===== src/rtl/pcie_phy_pkg.sv =====
// Shared symbol codes, CONTROL encoding and sequencer state for the PCIe PHY transmit path.
package pcie_phy_pkg;

    localparam logic [7:0] SYM_STP = 8'hFB;
    localparam logic [7:0] SYM_SDP = 8'h5C;
    localparam logic [7:0] SYM_END = 8'hFD;
    localparam logic [7:0] SYM_EDB = 8'hFE;
    localparam logic [7:0] SYM_SKP = 8'h1C;
    localparam logic [7:0] SYM_IDL = 8'h7C;
    localparam logic [7:0] SYM_COM = 8'hBC;

    localparam logic [1:0] CTRL_DATA  = 2'b00;
    localparam logic [1:0] CTRL_FRAME = 2'b01;
    localparam logic [1:0] CTRL_OS    = 2'b10;
    localparam logic [1:0] CTRL_COM   = 2'b11;

    localparam int unsigned OS_CNT_W  = 2;
    localparam int unsigned SKP_CNT_W = 16;
    localparam logic [OS_CNT_W-1:0] OS_LAST = OS_CNT_W'(2);

    typedef enum logic [2:0] {
        S_COM,
        S_OS,
        S_START,
        S_DATA,
        S_END
    } tx_state_e;

    // One captured upstream byte with its qualifiers.
    typedef struct packed {
        logic [7:0] data;
        logic       last;
        logic       bad;
    } pkt_beat_t;

endpackage


===== src/rtl/phy_skp_timer.sv =====
// SKP interval timer: raises skp_pending SKP_INTERVAL-1 cycles after the last clear and holds it.
module phy_skp_timer
    import pcie_phy_pkg::*;
#(
    parameter int unsigned SKP_INTERVAL = 16
) (
    input  logic CLK,
    input  logic RESET,
    input  logic skp_clear,
    output logic skp_pending
);

    localparam logic [SKP_CNT_W-1:0] CNT_TERM = SKP_CNT_W'(SKP_INTERVAL - 1);

    logic [SKP_CNT_W-1:0] cnt_q, cnt_d;
    logic                 pending_q, pending_d;

    // Clear has priority over a coincident set.
    always_comb begin
        cnt_d     = cnt_q;
        pending_d = pending_q;
        if (skp_clear) begin
            cnt_d     = '0;
            pending_d = 1'b0;
        end else begin
            if (cnt_q != CNT_TERM) begin
                cnt_d = SKP_CNT_W'(cnt_q + SKP_CNT_W'(1));
            end
            pending_d = pending_q | (cnt_d == CNT_TERM);
        end
    end

    always_ff @(posedge CLK or posedge RESET) begin
        if (RESET) begin
            cnt_q     <= '0;
            pending_q <= 1'b0;
        end else begin
            cnt_q     <= cnt_d;
            pending_q <= pending_d;
        end
    end

    assign skp_pending = pending_q;

endmodule


===== src/rtl/phy_tx_scheduler.sv =====
// PCIe PHY transmit sequencer: frames packets with STP/SDP..END/EDB, fills idle with COM+IDL
// and inserts COM+SKP at ordered-set boundaries when the SKP timer requests it.
module phy_tx_scheduler
    import pcie_phy_pkg::*;
#(
    parameter int unsigned SKP_INTERVAL = 16
) (
    input  logic       CLK,
    input  logic       RESET,
    input  logic       PKT_VALID,
    input  logic [7:0] PKT_DATA,
    input  logic       PKT_LAST,
    input  logic       PKT_SDP,
    input  logic       PKT_BAD,
    output logic       PKT_READY,
    output logic [7:0] D,
    output logic [7:0] START_END,
    output logic [7:0] ORDERED_SET,
    output logic [7:0] LOG_COM,
    output logic [1:0] CONTROL,
    output logic       UNDERRUN
);

    tx_state_e             state_q, state_d;
    logic [OS_CNT_W-1:0]   os_cnt_q, os_cnt_d;
    logic                  os_skp_q, os_skp_d;
    logic                  sdp_q, sdp_d;
    logic                  edb_q, edb_d;
    pkt_beat_t             beat_q, beat_d;
    logic                  skp_pending;
    logic                  skp_clear;

    phy_skp_timer #(
        .SKP_INTERVAL (SKP_INTERVAL)
    ) u_skp_timer (
        .CLK         (CLK),
        .RESET       (RESET),
        .skp_clear   (skp_clear),
        .skp_pending (skp_pending)
    );

    // Next-state: packets start only at the end of an ordered set, SKP takes priority.
    always_comb begin
        state_d   = state_q;
        os_cnt_d  = os_cnt_q;
        os_skp_d  = os_skp_q;
        sdp_d     = sdp_q;
        edb_d     = edb_q;
        beat_d    = beat_q;
        skp_clear = 1'b0;
        case (state_q)
            S_COM: begin
                state_d  = S_OS;
                os_cnt_d = '0;
            end
            S_OS: begin
                os_cnt_d = OS_CNT_W'(os_cnt_q + OS_CNT_W'(1));
                if (os_cnt_q == OS_LAST) begin
                    if (skp_pending) begin
                        state_d   = S_COM;
                        os_skp_d  = 1'b1;
                        skp_clear = 1'b1;
                    end else if (PKT_VALID) begin
                        state_d = S_START;
                        sdp_d   = PKT_SDP;
                    end else begin
                        state_d  = S_COM;
                        os_skp_d = 1'b0;
                    end
                end
            end
            S_START: begin
                if (PKT_VALID) begin
                    beat_d  = '{data: PKT_DATA, last: PKT_LAST, bad: PKT_BAD};
                    state_d = S_DATA;
                end else begin
                    state_d = S_END;
                    edb_d   = 1'b1;
                end
            end
            S_DATA: begin
                if (beat_q.last) begin
                    state_d = S_END;
                    edb_d   = beat_q.bad;
                end else if (PKT_VALID) begin
                    beat_d = '{data: PKT_DATA, last: PKT_LAST, bad: PKT_BAD};
                end else begin
                    state_d = S_END;
                    edb_d   = 1'b1;
                end
            end
            S_END: begin
                state_d   = S_COM;
                os_skp_d  = skp_pending;
                skp_clear = skp_pending;
            end
            default: begin
                state_d  = S_COM;
                os_skp_d = 1'b0;
            end
        endcase
    end

    always_ff @(posedge CLK or posedge RESET) begin
        if (RESET) begin
            state_q  <= S_COM;
            os_cnt_q <= '0;
            os_skp_q <= 1'b0;
            sdp_q    <= 1'b0;
            edb_q    <= 1'b0;
            beat_q   <= '0;
        end else begin
            state_q  <= state_d;
            os_cnt_q <= os_cnt_d;
            os_skp_q <= os_skp_d;
            sdp_q    <= sdp_d;
            edb_q    <= edb_d;
            beat_q   <= beat_d;
        end
    end

    // Symbol outputs decoded from the registered state only.
    always_comb begin
        D           = 8'h00;
        START_END   = 8'h00;
        ORDERED_SET = 8'h00;
        LOG_COM     = 8'h00;
        CONTROL     = CTRL_COM;
        PKT_READY   = 1'b0;
        case (state_q)
            S_COM: begin
                CONTROL = CTRL_COM;
                LOG_COM = SYM_COM;
            end
            S_OS: begin
                CONTROL     = CTRL_OS;
                ORDERED_SET = os_skp_q ? SYM_SKP : SYM_IDL;
            end
            S_START: begin
                CONTROL   = CTRL_FRAME;
                START_END = sdp_q ? SYM_SDP : SYM_STP;
                PKT_READY = 1'b1;
            end
            S_DATA: begin
                CONTROL   = CTRL_DATA;
                D         = beat_q.data;
                PKT_READY = ~beat_q.last;
            end
            S_END: begin
                CONTROL   = CTRL_FRAME;
                START_END = edb_q ? SYM_EDB : SYM_END;
            end
            default: begin
                CONTROL = CTRL_COM;
                LOG_COM = SYM_COM;
            end
        endcase
    end

    // Underrun is flagged in the very cycle the source fails to supply a requested byte.
    assign UNDERRUN = PKT_READY & ~PKT_VALID;

endmodule


===== config.mk =====
export PLATFORM = sky130hd
export DESIGN_NAME = phy_tx_scheduler
export DESIGN_NICKNAME = d
export VERILOG_FILES = /design/src/rtl/pcie_phy_pkg.sv /design/src/rtl/phy_skp_timer.sv /design/src/rtl/phy_tx_scheduler.sv
export SDC_FILE = /design/constraint.sdc
export NUM_CORES = 1
export LEC_CHECK = 0
export BUFFER_PORTS_ARGS = -buffer_cell sky130_fd_sc_hd__buf_4
export CORE_MARGIN = 4
export CORE_UTILIZATION = 48
export DETAILED_ROUTE_END_ITERATION = 6
export PLACE_DENSITY = 0.75
export REMOVE_ABC_BUFFERS = 1
export SYNTH_ARGS = -nofsm -noshare
export SYNTH_HDL_FRONTEND = slang
export SYNTH_SLANG_ARGS = --single-unit

===== constraint.sdc =====
create_clock -name CLK -period 1.55 [get_ports CLK]
set_input_delay 0.155 -clock CLK [delete_from_list [all_inputs] [get_ports CLK]]
set_output_delay 0.155 -clock CLK [all_outputs]
set_load 0.005 [all_outputs]

==> results of run 1 <==
[registers in the layout, indices dropped and copies added, names as in the netlist]
name,flops
u_skp_timer.cnt_q,16
sdp_q,1
u_skp_timer.skp_pending,1
state_q,3
edb_q,1
os_cnt_q,2
os_skp_q,1
beat_q,10
[critical path, cell delays in order, from the launching register on]
cell and delay, ns:
dfrtp_1 0.37, inv_1 0.05, ha_1 0.22, nand3b_1 0.11
a21oi_1 0.12, nor4_1 0.34, nand4_1 0.19, o31ai_1 0.32
[per-layer routing]
layer / global-route usage / part of all wire / wire length, um / vias up
li1: - / - / - / 986
met4: 0.111 / 0.030 / 222 / 0
met2: 0.357 / 0.52 / 3820 / 123
met5: 0 / 0 / 0 / -
met3: 0.0392 / 0.071 / 525 / 22
met1: 0.280 / 0.38 / 2800 / 1112
[metrics by stage]
step                      cell area (um^2)  utilization  hold WS (ns)
after floorplan                       1960            -         0.260
after global placement                2660        0.646         0.286
after detailed placement              2660        0.646         0.293
after CTS                             2990        0.727        0.0925
after global routing                  3330        0.810        0.0880
final                                 3330        0.810        0.0880
[synthesized netlist by cell type (3+ instances only)]
| cell type | instances | area, um^2 |
|---|---|---|
| a31oi_1 | 3 | 18.8 |
| mux2_2 | 11 | 124 |
| clkbuf_1 | 6 | 22.5 |
| nand3_1 | 4 | 20.0 |
| o21ai_0 | 7 | 35.0 |
| nand2b_1 | 7 | 43.8 |
| and3_1 | 9 | 56.3 |
| buf_4 | 17 | 128 |
| a21oi_1 | 15 | 75.1 |
| xor2_1 | 5 | 43.8 |
| o31ai_1 | 3 | 22.5 |
| xnor2_1 | 9 | 78.8 |
| o41ai_1 | 4 | 35.0 |
| nand4_1 | 6 | 37.5 |
| buf_2 | 4 | 20.0 |
| nand3b_1 | 4 | 30.0 |
| nand2_1 | 17 | 63.8 |
| inv_1 | 6 | 22.5 |
| nor2_1 | 24 | 90.1 |
| nor3_1 | 9 | 45.0 |
| dfrtp_1 | 35 | 876 |
| nor4_1 | 4 | 25.0 |
[power by group through the flow]
stage	Sequential, uW	Clock, uW	Combinational (uW)
2_1_floorplan	1490	0	1110
3_3_place_gp	1460	0	2370
3_5_place_dp	1470	0	2410
4_1_cts	1450	833	2760
5_1_grt	1580	892	3760
6_report	1540	843	3550
[logic make-up after synthesis]
| kind of cell | count (synthesis) | synth area share |
|---|---|---|
| compound gates | 38 | 0.113 |
| xor+xnor | 14 | 0.0580 |
| fa+ha+maj | 2 | 0.0118 |
| buf+inv | 34 | 0.0935 |
| flops | 35 | 0.414 |
| mux | 11 | 0.0586 |
| other cells | 1 | 0.00177 |
| simple gates | 97 | 0.249 |
[repair_timing]
item / CTS / global route
hold buffers: 1 / 0
gates cloned: 2 / 0
hold endpoints to repair: 35 / 0
gates resized for setup: 37 / 59
setup endpoints to repair: 34 / 50
pin swaps: 12 / 20
setup buffers: 8 / 10
[worst paths after layout]
check                      slack (ns)        start                       to  cells past startpoint
setup / recovery                -0.30  os_cnt_q[0]  u_skp_timer.skp_pending                      7
hold / removal                   0.09  PKT_DATA[0]                beat_q[2]                      2
setup reg to reg                -0.30  os_cnt_q[0]  u_skp_timer.skp_pending                      7
hold reg to reg                  0.51    beat_q[9]                beat_q[9]                      1
max in group asynchronous        0.68        RESET     u_skp_timer.cnt_q[2]                      4
min in group asynchronous        0.51        RESET                beat_q[1]                      4
[area by class of cell]
class | instances | share of cell area
clock buffer | 5 | 0.0206
timing repair buffer | 106 | 0.270
inverter | 6 | 0.00676
multi-input combinational | 168 | 0.405
tap | 50 | 0.0188
sequential | 35 | 0.266
clock inverter | 3 | 0.0131
[cell usage in the layout, fill, tap and decap left out, types with 7 or more instances in the layout]
cell type  instances
dfrtp_2            8
a21oi_1            7
dfrtp_1           27
xnor2_1            8
buf_4             78
mux2_2            11
nand2_1           14
nor2_1            18
buf_6             27
==> impl_results.md, run 1 <==
* Clock share of power at 0.142
* Startpoint Class: flop
* Routed vias at 2243
* Reg power frac at 0.260
* Peak VDD IR at 1.01 mV
* Total Power at 5940 uW
* Reg area at 886 um^2
* Initial antenna violation count at 0
* Die Width at about 74 um
* Fill cell count at around 230
* Number of synthesized flops with an enable pin at 0
* First-pass GRT wire length at approximately 9.6 mm
* Share of cells above drive strength 1 at 0.548
* Static power due to leakage at 0.00159 uW
* H-tree depth at 2
* Die H at between 70 and 80 um
* Worst setup margin at -0.297 ns
* Slew Viols, Final at 0
* Critical Path RT at 1.74 ns
* Sink Count at 35
* Root Driver: clkbuf_8
* Multi-input gate area at 1350 um^2
* Max_cap viols at 0
* Drt wl/cell at 19.8 um
* Num CTS Buffers at 5
* Clock Latency Late Sink at 0.30 ns
* FFs w/ async S/R, synth at 1.00
* Area of the mapped netlist at 2110 um^2
* Period Utilization, post-route at 1.19
* CP arrival at slightly above 2 ns
* Site row count at 23
* Total core area at 4120 um^2
* Switching Power at 2310 uW
* Longest Clk Path Bufs at 2
* P_int at 3630 uW
* Predominant post-synthesis flop cell: dfrtp_1
* Final net count at 338
* Antenna diodes at 0
* Die Area at 5530 um^2
* Area grow syn2layout at 57.6%
* HPWL after DPL at roughly 3.7 mm
* Pwr Density at 1780 nW/um^2
* Remaining Overflow, GRT at 0
* Max Fclk at 541 MHz
* Vias in the first global route at approximately 2100
* Post-synth cell types at 40
* Initial core utilization at 0.514
* Hold Crit Class: input port to flop
* First-pass DRT Iterations at 4
* Drt drc at 0
* Largest net degree at the start of global routing at 36
* Failing checks: negative setup slack
* Post-Syn Instances at 232
* Placed cell count at 344
* Yosys reg bits at 35
* Initial DRC Count at 182
* Min Tclk post-route at 1.85 ns
* Worst Setup End Kind: flop
* Combinational fraction of design power at 0.598
* Avg Synthesized Cell Area at approximately 9.1 um^2
* Setup TNS at -5.10 ns
* Post-synthesis sequential area ratio at 0.414
* Port Buffers at 43
* I/O pin cnt at 50
* Synth warnings at 0
* Clk_skew at 0.0124 ns
* Dpl ws at -0.0750 ns
* Critical path type: flop to flop
* Outcome: finished with violations
* GP Congestion at 0.843
* Routed Antenna Nets at 0
* CTS tree: built
* All-Layer GR Usage at 0.219
* Maximum fanout along the worst path at 3
* Avg Vias per Cell at 6.01
* Final std cells w/o fill at 373
* RSZ-0062 raised after global routing: yes
* Final setup viols at between 40 and 50
* Endpoints failing hold at 0
* Clock-pin slew on the worst setup and hold paths at approximately 0.080 ns
* DRT Wirelength at 7.37 mm
* Net Sw Frac at 0.389
No activity file was read; power rests on OpenSTA's default activity.
==> run 2: changes to the inputs <==
- CORE_UTILIZATION: 48 -> 54
- PLACE_DENSITY: 0.75 -> 0.8
- SKIP_CTS_REPAIR_TIMING: unset -> 1
- clock period: 1.55 -> 2.3 ns (I/O delays scaled with it)
==> run 2 against run 1 <==
Effect of this change:
- register-to-register slack better by 0.73 ns
- critical path depth shrank 2
- die area is 9.9% lower
- the run now ends clean
- core utilization fell by 14 points
- critical endpoint is now START_END[5]
==> impl_results.md, run 2 (synthesized netlist as in run 1, its figures left out) <==
* Outcome: finished, final reports clean
* Maximum fanout along the worst path at 18
* Peak VDD IR at 0.708 mV
* Worst Setup SP: state_q[1]
* Max Fclk at 494 MHz
* Share of cells above drive strength 1 at 0.267
* Final setup viols at 0
* Avg Vias per Cell at 5.60
* Fill cell count at between 300 and 400
* Routed vias at 1758
* Longest Clk Path Bufs at 2
* Worst Setup End Kind: output port
* Multi-input gate area at 1060 um^2
* DRT Wirelength at 4.31 mm
* Antenna diodes at 0
* First-pass GRT wire length at a little over 7 mm
* Root Driver: clkbuf_8
* Max_cap viols at 0
* Die H at between 70 and 80 um
* Most flops, register: u_skp_timer.cnt_q
* Site row count at 22
* RSZ-0062 raised after global routing: no
* Static power due to leakage at 0.00117 uW
* Critical Path RT at 2.07 ns
* Pwr Density at 1140 nW/um^2
* GP Congestion at roughly 0.85
* Final net count at 281
* Startpoint Class: flop
* Hold Crit Class: input port to asynchronous set/reset pin
* Clock-pin slew on the worst setup and hold paths at 0.07 ns
* Number of flip-flops in the largest register at 16
* Routed Antenna Nets at 0
* CTS tree: built
* Reg area at 876 um^2
* Placed cell areas at 2390 um^2
* RR Endpoint: u_skp_timer.cnt_q[2]
* Commonest cells after routing, fill and taps aside: buf_4 (49), dfrtp_1 (35), nor2_1 (24)
* Port Buffers at 43
* All-Layer GR Usage at 0.183
* R2R depth at 6
* Initial core utilization at 0.569
* H-tree depth at 2
* Endpoints failing hold at 0
* Period Utilization, post-route at 0.880
* Worst setup path end: START_END[5]
* HPWL after DPL at 3.22 mm
* Most common cell after layout, fill and taps aside: buf_4
* Biggest regs: u_skp_timer.cnt_q (16), beat_q (10), state_q (3)
* Total core area at 3720 um^2
* Slew Viols, Final at 0
* Sink Count at 35
* Vias in the first global route at 1603
* Initial antenna violation count at 0
* First-pass DRT Iterations at 4
* Area grow syn2layout at 16.9%
* R2R Setup Slk at 0.43 ns
* Worst hold margin at 0.0326 ns
* Setup TNS at 0 ns
* Remaining Overflow, GRT at 0
* CP arrival at 1.79 ns
* Cell area after layout at approximately 2500 um^2
* Die Width at 70.6 um
* Drt drc at 0
* I/O pin cnt at 50
* Post-layout util at 0.665
* Min Tclk post-route at 2.02 ns
* Largest net degree at the start of global routing at 36
* Die Area at 4980 um^2
* Total Power at about 2800 uW
* Num CTS Buffers at 5
* FF-to-FF Start: u_skp_timer.cnt_q[0]
* Clk_skew at 0.00594 ns
* Drt wl/cell at 13.7 um
* Clock Latency Late Sink at 0.29 ns
* Critical path type: flop to output port
* Initial DRC Count at 112
-- run 2: cell types whose count changed in the layout (fill, tap and decap cells not counted), moves of 4 or more --
| cell | change |
|---|---|
| a21oi_1 | +8 |
| nand2b_4 | -4 |
| dfrtp_1 | +8 |
| nand2b_1 | +4 |
| buf_6 | -27 |
| nor2_1 | +6 |
| and3_1 | +4 |
| buf_4 | -29 |
| dfrtp_2 | -8 |
| and3_4 | -4 |
| a21oi_2 | -6 |
-- run 2: per-stage QoR --
step           cells  worst slack (ns)
2_1_floorplan    209             0.400
3_3_place_gp     306             0.532
3_5_place_dp     306             0.464
4_1_cts          314             0.290
5_1_grt          314             0.113
6_report         314             0.276
-- run 2: power by group --
part,switching [uW],internal [uW],total (uW)
sequential,221,819,1040
clock,214,211,425
combinational,625,729,1350
-- run 2: worst min-delay path by stage --
stage | startpoint | end | slack, ns | cells past startpoint
2_1_floorplan | PKT_VALID | state_q[2] | 0.34 | 1
3_3_place_gp | RESET | beat_q[5] | 0.36 | 3
3_5_place_dp | RESET | beat_q[5] | 0.36 | 3
4_1_cts | RESET | beat_q[6] | 0.04 | 3
5_1_grt | RESET | beat_q[6] | 0.07 | 3
6_report | RESET | beat_q[6] | 0.03 | 3
-- run 2: routing by layer --
metal  part of all wire  vias to the layer above  GRT usage
met3              0.054                        9     0.0526
met2               0.49                       51      0.286
met5                  0                        -          0
met4              0.022                        0     0.0877
met1               0.44                      824      0.236
li1                   -                      874          -
-- run 2: layout make-up --
cell class,instances,area share
flip-flops and latches,35,0.354
multi-input cells,168,0.429
clock inverters,2,0.00506
inverters,6,0.00911
clock buffers,6,0.0294
well taps,48,0.0243
repair buffers,49,0.149
-- run 2: worst max-delay path: stages, from the launching register on --
cell and delay, ns:
dfrtp_1 0.64, nor2b_1 0.23, buf_4 0.19, nand2b_1 0.10, a21oi_1 0.20, buf_4 0.14
